==> src/rtl/rgb_led_pwm_driver.sv <==
// Turns per-channel RGB enable bits into brightness-controlled PWM pin drive, with an optional breathing envelope.
// Latency: led_out lags pwm_cnt by one cycle; all inputs take effect at the next period wrap; free-running, no backpressure.
module rgb_led_pwm_driver #(
    parameter int NUM_LED      = 4,
    parameter int PRESCALE_DIV = 64,
    parameter int BREATHE_STEP = 4,
    parameter int ACTIVE_LOW   = 1
) (
    input  logic                   clk_clk,
    input  logic                   reset_reset,
    input  logic [3*NUM_LED-1:0]   led_in,
    input  logic [7:0]             brightness,
    input  logic                   breathe_en,
    output logic [3*NUM_LED-1:0]   led_out,
    output logic                   period_start
);

    localparam int  NCH = 3 * NUM_LED;
    localparam logic AL = (ACTIVE_LOW != 0);

    logic [15:0]    r_prescaler;
    logic [7:0]     r_pwm_cnt;
    logic [7:0]     r_env;
    logic           r_env_down;
    logic [7:0]     r_duty_lat;
    logic [NCH-1:0] r_col_lat;

    logic           w_tick;
    logic           w_wrap;
    logic [NCH-1:0] w_lit;
    logic [7:0]     w_duty_brth;
    logic [8:0]     w_env_up;
    logic [8:0]     w_env_dn;
    logic [7:0]     w_env_nxt;
    logic           w_env_down_nxt;

    assign w_tick = (r_prescaler == 16'(PRESCALE_DIV - 1));
    assign w_wrap = w_tick && (r_pwm_cnt == 8'hFF);
    assign w_lit  = (r_pwm_cnt < r_duty_lat) ? r_col_lat : '0;

    // Upper byte of the 16-bit product; truncation, never rounding.
    assign w_duty_brth = 8'((16'(brightness) * 16'(r_env)) >> 8);

    assign w_env_up = {1'b0, r_env} + 9'(BREATHE_STEP);
    assign w_env_dn = {1'b0, r_env} - 9'(BREATHE_STEP);

    // Saturating triangle: bit 8 of the down result flags an underflow.
    always_comb begin
        w_env_nxt      = 8'h00;
        w_env_down_nxt = 1'b0;
        if (breathe_en) begin
            if (!r_env_down) begin
                if (w_env_up >= 9'd255) begin
                    w_env_nxt      = 8'hFF;
                    w_env_down_nxt = 1'b1;
                end else begin
                    w_env_nxt      = w_env_up[7:0];
                    w_env_down_nxt = 1'b0;
                end
            end else begin
                if (w_env_dn[8] || (w_env_dn == 9'd0)) begin
                    w_env_nxt      = 8'h00;
                    w_env_down_nxt = 1'b0;
                end else begin
                    w_env_nxt      = w_env_dn[7:0];
                    w_env_down_nxt = 1'b1;
                end
            end
        end
    end

    always_ff @(posedge clk_clk) begin
        if (reset_reset) begin
            r_prescaler  <= '0;
            r_pwm_cnt    <= '0;
            r_env        <= '0;
            r_env_down   <= 1'b0;
            r_duty_lat   <= '0;
            r_col_lat    <= '0;
            led_out      <= {NCH{AL}};
            period_start <= 1'b0;
        end else begin
            r_prescaler  <= w_tick ? 16'd0 : r_prescaler + 16'd1;
            period_start <= w_wrap;
            led_out      <= AL ? ~w_lit : w_lit;
            if (w_tick) begin
                r_pwm_cnt <= r_pwm_cnt + 8'd1;
            end
            // Everything that shapes a period is captured only at the wrap.
            if (w_wrap) begin
                r_col_lat  <= led_in;
                r_duty_lat <= breathe_en ? w_duty_brth : brightness;
                r_env      <= w_env_nxt;
                r_env_down <= w_env_down_nxt;
            end
        end
    end

endmodule

==> config.mk <==
export PLATFORM = sky130hd
export DESIGN_NAME = rgb_led_pwm_driver
export DESIGN_NICKNAME = d
export VERILOG_FILES = /design/src/rtl/rgb_led_pwm_driver.sv
export SDC_FILE = /design/constraint.sdc
export NUM_CORES = 1
export LEC_CHECK = 0
export BUFFER_PORTS_ARGS = -buffer_cell sky130_fd_sc_hd__buf_2
export CELL_PAD_IN_SITES_DETAIL_PLACEMENT = 1
export CELL_PAD_IN_SITES_GLOBAL_PLACEMENT = 2
export CORE_MARGIN = 5
export CORE_UTILIZATION = 28
export DETAILED_ROUTE_END_ITERATION = 8
export GPL_ROUTABILITY_DRIVEN = 0
export PLACE_DENSITY_LB_ADDON = 0.1
export SLEW_MARGIN = 0
export SYNTH_ARGS = -nofsm -noshare
export SYNTH_HDL_FRONTEND = slang
export SYNTH_SLANG_ARGS = --single-unit
export TNS_END_PERCENT = 30
==> constraint.sdc <==
create_clock -name clk_clk -period 5.4 [get_ports clk_clk]
set_input_delay 1.08 -clock clk_clk [delete_from_list [all_inputs] [get_ports clk_clk]]
set_output_delay 1.08 -clock clk_clk [all_outputs]
set_load 0.01 [all_outputs]
==> results of run 1 <==
cells by family after synthesis:
| logic type | Yosys count | share of synthesized area |
|---|---|---|
| adder cells (fa/ha/maj) | 81 | 0.252 |
| XOR/XNOR | 27 | 0.0466 |
| flip-flops | 65 | 0.257 |
| AO/OA/AOI/OAI | 100 | 0.133 |
| AND/OR/NAND/NOR | 234 | 0.232 |
| multiplexers | 4 | 0.00790 |
| buffers and inverters | 89 | 0.0721 |
final cells by class:
cell class                 count  area, um^2  share of cell area
sequential                    65        1300               0.225
clock inverter                 3        40.0             0.00693
tap                          229         287              0.0496
multi-input combinational    446        3400               0.589
inverter                      60         225              0.0390
timing repair buffer          47         265              0.0459
clock buffer                  12         256              0.0444
synthesized netlist by cell type (3+ instances only):
master	count
nand4_1	6
nand3_1	18
or3_1	8
a211oi_1	7
nand2b_1	7
or2_2	3
a21oi_1	31
nor2b_1	5
o22ai_1	3
o21ai_0	13
nor3_1	6
fa_1	35
xor2_1	17
nand2_1	85
a31oi_1	9
buf_6	3
and2_1	30
dfxtp_1	65
ha_1	46
a21o_1	5
mux2i_1	4
inv_1	59
and3_1	6
a211o_1	3
buf_2	3
xnor2_1	10
o31ai_1	3
clkbuf_1	21
nor2_1	42
stage by stage:
stage | instance area [um^2] | instances | setup WS (ns) | power, mW
floorplan | 5070 | 600 | 0.472 | 0.507
global placement | 5480 | 847 | 0.138 | 0.531
detailed placement | 5480 | 847 | 0.0860 | 0.531
CTS | 5780 | 862 | 0.444 | 1.14
global route | 5780 | 862 | 0.0921 | 1.15
finish | 5780 | 862 | 0.445 | 1.11
critical path, stage by stage:
cell and delay (ns):
buf_2 0.18, nand2_1 0.10, fa_1 0.51, fa_1 0.54, inv_1 0.05, fa_1 0.50
fa_1 0.49, ha_1 0.35, a21oi_1 0.27, o22ai_1 0.14, or2_2 0.34, o21ai_0 0.23
a31oi_1 0.12, o41ai_1 0.26
flip-flops by register name, summed over array words and instances, names as in the netlist:
name / flops
led_out: 12
period_start: 1
r_col_lat: 12
r_duty_lat: 8
r_env: 7
r_env_down: 1
r_prescaler: 16
r_pwm_cnt: 8
worst max-delay path by stage:
stage                   from                    endpoint  slack, ns  depth (start not counted)
6_report       brightness[1]  r_duty_lat[4]$_SDFFE_PP0P_       0.45                         14
5_1_grt        brightness[1]  r_duty_lat[4]$_SDFFE_PP0P_       0.09                         15
4_1_cts        brightness[1]  r_duty_lat[4]$_SDFFE_PP0P_       0.44                         15
3_5_place_dp   brightness[1]  r_duty_lat[2]$_SDFFE_PP0P_       0.09                         14
3_3_place_gp   brightness[1]  r_duty_lat[7]$_SDFFE_PP0P_       0.14                         14
2_1_floorplan  brightness[2]  r_duty_lat[7]$_SDFFE_PP0P_       0.47                         14
per-layer routing:
metal | track usage | routed length, um | up-vias
met4 | 0.0383 | 157 | 0
met2 | 0.240 | 6690 | 65
met1 | 0.192 | 6820 | 2001
met5 | 0 | 0 | -
li1 | - | - | 2070
met3 | 0.0182 | 478 | 11
power groups by stage:
stage          Sequential, mW  Clock [mW]  Combinational, mW
2_1_floorplan           0.494           0             0.0131
4_1_cts                 0.483       0.614             0.0372
5_1_grt                 0.484       0.630             0.0402
3_5_place_dp            0.494           0             0.0370
6_report                0.484       0.587             0.0358
3_3_place_gp            0.494           0             0.0365
==> flow_summary.json, run 1 <==
{
  "outcome": "complete, no violations",
  "vias_per_cell": 4.81,
  "cts_root_buf": "clkbuf_16",
  "grtUsageTotal": 0.142,
  "final_cell_mix": "nand2_1, dfxtp_1, inv_1",
  "synth-seq-cells": 65,
  "synth_area_um2": 5070,
  "drc": 0,
  "holdPathStages": 1,
  "drive_gt1_frac": 0.120,
  "pwr-share-seq": 0.437,
  "period_share": 0.918,
  "final_nets": 733,
  "path_class": "input port to register",
  "grt_max_degree": 38,
  "grt_first_pass_wirelength_um": 23500,
  "routedWlPerCell_um": 16.4,
  "crit_path_end_kind": "register",
  "syn-num-nets": 704,
  "syn_inst": 600,
  "r2r_cells": 13,
  "p_int_mw": 0.872,
  "first_iter_violations": 172,
  "antenna_left": 0,
  "peakVddDrop_v": 0.000116,
  "cts_sinks": 65,
  "swShare": 0.212,
  "max_freq_ghz": 0.202,
  "synthDistinctLibCells": 66,
  "avgSynthCellArea_um2": 8.45,
  "hold_ws_ns": 0.380,
  "grt_setup_unrepaired": "false",
  "critPathArrivalTime_ns": 5.17,
  "maxSlewHeadroom": 0.586,
  "synthTopCellsByArea": "dfxtp_1, fa_1, ha_1",
  "cts_setup_buffers": 0,
  "dieArea_um2": 20900,
  "die_w_um": 145,
  "fin_util": 0.323,
  "synth-async-reset-ratio": 0,
  "reg2reg_slack_ns": 0.72,
  "ctsResizeCount": 0,
  "layout_commonest_cell": "nand2_1",
  "yosysTopAreaCell": "dfxtp_1",
  "vias": 4147,
  "synth_flop_cell": "dfxtp_1",
  "initial_core_util": 0.283,
  "fill_cells": 2118,
  "chipHeight_um": 145,
  "critical_path_peak_fanout": 9,
  "dp_hpwl_um": 10800,
  "fin_worst_skew_ns": 0.00931,
  "cts_hold_buf": 0,
  "finalHoldViolCount": 0,
  "max_slew.worst_pin.slew_ns": 0.620,
  "syn2layout_area_growth_pct": 14.0,
  "h-tree-depth": 3,
  "drt-total-wl_um": 14100,
  "whs_endpoint": "led_out[10]$_SDFF_PP1_",
  "synth_top_area_share": 0.257,
  "fin_tns_setup_ns": 0,
  "slew_viol_final": 0,
  "core-area_um2": 17900,
  "setup_viol": 0,
  "antenna_found_initial": 0,
  "n_antenna_cell": 0,
  "hold_start": "r_col_lat[10]$_SDFFE_PP0P_",
  "clk_latency_ns": 0.33,
  "cp.required_ns": 5.62,
  "grt_remaining_overflow": 0,
  "drv_cap": 0,
  "p_clk_frac": 0.530,
  "power_density_nw_per_um2": 192,
  "hold_path.class": "register to register",
  "cts_tree": "built",
  "cp-start-kind": "input port",
  "num_io_pins": 36,
  "synth_edf_count": 0,
  "clk_transition_reported_paths_ns": 0.05,
  "fin_crit_ns": 4.95,
  "p_sw_mw": 0.235,
  "cts_buffers": 9,
  "dr.pass1.iters": 4,
  "port_buffers": 35,
  "grt_pass1_vias": 4445,
  "yosys_warnings": 0,
  "rows": 49,
  "r2r-end": "r_duty_lat[4]$_SDFFE_PP0P_",
  "p_leak_nw": 2.58,
  "clockBufferDepth": 2,
  "comb_power_share": 0.032,
  "worstReg2RegStart": "r_env[6]$_SDFFE_PP0P_",
  "yosysSeqAreaShare": 0.257
}
No activity file was read; power rests on OpenSTA's default activity.
==> inputs of run 2 (changes only) <==
Clock period 5.4 ns to 6 ns, I/O delays scaled along.
==> run 2 against run 1 <==
Setup slack improved by 0.44 ns. Worst hold slack worse by 0.00090 ns. Clock-buffer cell count grew 2. Power shrank 9.2%. Critical path type unchanged. Largest cell class unchanged. Largest power group unchanged. Highest routed layer unchanged.
==> flow_summary.json, run 2 (same netlist as run 1, synthesis figures left out) <==
{
  "chipHeight_um": 145,
  "cp.required_ns": 6.19,
  "antenna_found_initial": 0,
  "cp-start-kind": "input port",
  "largest_reg_flops": 16,
  "max_freq_ghz": 0.196,
  "hold_ws_ns": 0.379,
  "maxSlewHeadroom": 0.513,
  "p_leak_nw": 2.56,
  "cts_hold_buf": 0,
  "hold_path.class": "register to register",
  "path_class": "input port to register",
  "clk_transition_reported_paths_ns": 0.05,
  "num_io_pins": 36,
  "core-area_um2": 17900,
  "setup_viol": 0,
  "cts_tree": "built",
  "drt-total-wl_um": 14000,
  "period_share": 0.852,
  "grt_pass1_vias": 4410,
  "cts_sinks": 65,
  "final_nets": 728,
  "reg_top3": "r_prescaler (16), led_out (12), r_col_lat (12)",
  "fin_worst_skew_ns": 0.00706,
  "ctsResizeCount": 0,
  "final_cell_mix": "nand2_1, dfxtp_1, inv_1",
  "peakVddDrop_v": 0.000122,
  "fin_tns_setup_ns": 0,
  "drive_gt1_frac": 0.113,
  "vias": 4164,
  "clk_latency_ns": 0.33,
  "finalHoldViolCount": 0,
  "port_buffers": 35,
  "cts_root_buf": "clkbuf_16",
  "critical_path_peak_fanout": 8,
  "layout_commonest_cell": "nand2_1",
  "crit_slowest_cell": "fa_1",
  "slew_viol_final": 0,
  "grt_first_pass_wirelength_um": 23300,
  "power_mw": 1.00,
  "grt_remaining_overflow": 0,
  "initial_core_util": 0.283,
  "die_w_um": 145,
  "cp_cell_sequence": "buf_2, and2_1, fa_1, fa_1, fa_1, inv_1, fa_1, inv_1, ha_1, a21oi_1, nor2_1, a211o_1, a221o_1, xnor2_1, a31oi_1",
  "dieArea_um2": 20900,
  "dp_hpwl_um": 10800,
  "setup_ws_ns": 0.888,
  "grt_max_degree": 38,
  "drv_cap": 0,
  "dp_worst_setup_slack_ns": 0.563,
  "fin_crit_ns": 5.11,
  "h-tree-depth": 3,
  "clockBufferDepth": 2,
  "cpPeakStageDelay_ns": 0.54,
  "first_iter_violations": 148,
  "syn2layout_area_growth_pct": 13.5,
  "max_slew.worst_pin.slew_ns": 0.729,
  "grt_setup_unrepaired": "false",
  "crit_path_end_kind": "register",
  "dr.pass1.iters": 4,
  "rows": 49,
  "antenna_left": 0,
  "outcome": "complete, no violations",
  "regMostFlops": "r_prescaler",
  "drc": 0,
  "cts_buffers": 9,
  "power_density_nw_per_um2": 175,
  "critPathArrivalTime_ns": 5.30,
  "cts_setup_buffers": 0,
  "routedWlPerCell_um": 16.4,
  "n_antenna_cell": 0,
  "grtUsageTotal": 0.139,
  "cp_common_cell": "fa_1",
  "vias_per_cell": 4.85
}
==> run 2: metrics by stage <==
stage / utilization / cells / instance area (um^2)
3_3_place_gp: 0.304 / 842 / 5440
4_1_cts: 0.321 / 858 / 5750
6_report: 0.321 / 858 / 5750
3_5_place_dp: 0.304 / 842 / 5440
5_1_grt: 0.321 / 858 / 5750
2_1_floorplan: - / 600 / 5070
==> run 2: per-layer routing <==
| metal | vias up | global-route usage | share of wire |
|---|---|---|---|
| li1 | 2068 | - | - |
| met2 | 58 | 0.239 | 0.48 |
| met1 | 2026 | 0.186 | 0.48 |
| met5 | - | 0 | 0 |
| met3 | 12 | 0.0169 | 0.034 |
| met4 | 0 | 0.0344 | 0.011 |
==> run 2: layout make-up <==
cell class	count	area [um^2]
Clock buffer	14	274
Clock inverter	2	35.0
Fill cell	2142	12100
Inverter	60	225
Multi-Input combinational cell	446	3400
Sequential cell	65	1300
Tap cell	229	287
Timing Repair Buffer	42	228
==> run 2: final timing paths <==
check                        startpoint                    endpoint  slack [ns]  cells after the start
max                       brightness[2]  r_duty_lat[7]$_SDFFE_PP0P_        0.89                     15
min          r_col_lat[11]$_SDFFE_PP0P_      led_out[11]$_SDFF_PP1_        0.38                      1
max reg2reg       r_env[6]$_SDFFE_PP0P_  r_duty_lat[7]$_SDFFE_PP0P_        1.14                     14
min reg2reg  r_col_lat[11]$_SDFFE_PP0P_      led_out[11]$_SDFF_PP1_        0.38                      1
==> run 2: report_power, final <==
part | total, mW | internal (mW) | switching (mW)
clock network | 0.539 | 0.355 | 0.183
registers | 0.435 | 0.434 | 0.00179
logic | 0.0305 | 0.00911 | 0.0214
==> run 2: worst max-delay path, delay by kind of cell <==
kind / cells / cell delay (ns)
AO/OA/AOI/OAI: 4 / 0.97
XOR/XNOR: 1 / 0.14
adder cells (fa/ha/maj): 5 / 2.47
buffers and inverters: 3 / 0.25
AND/OR/NAND/NOR: 2 / 0.28
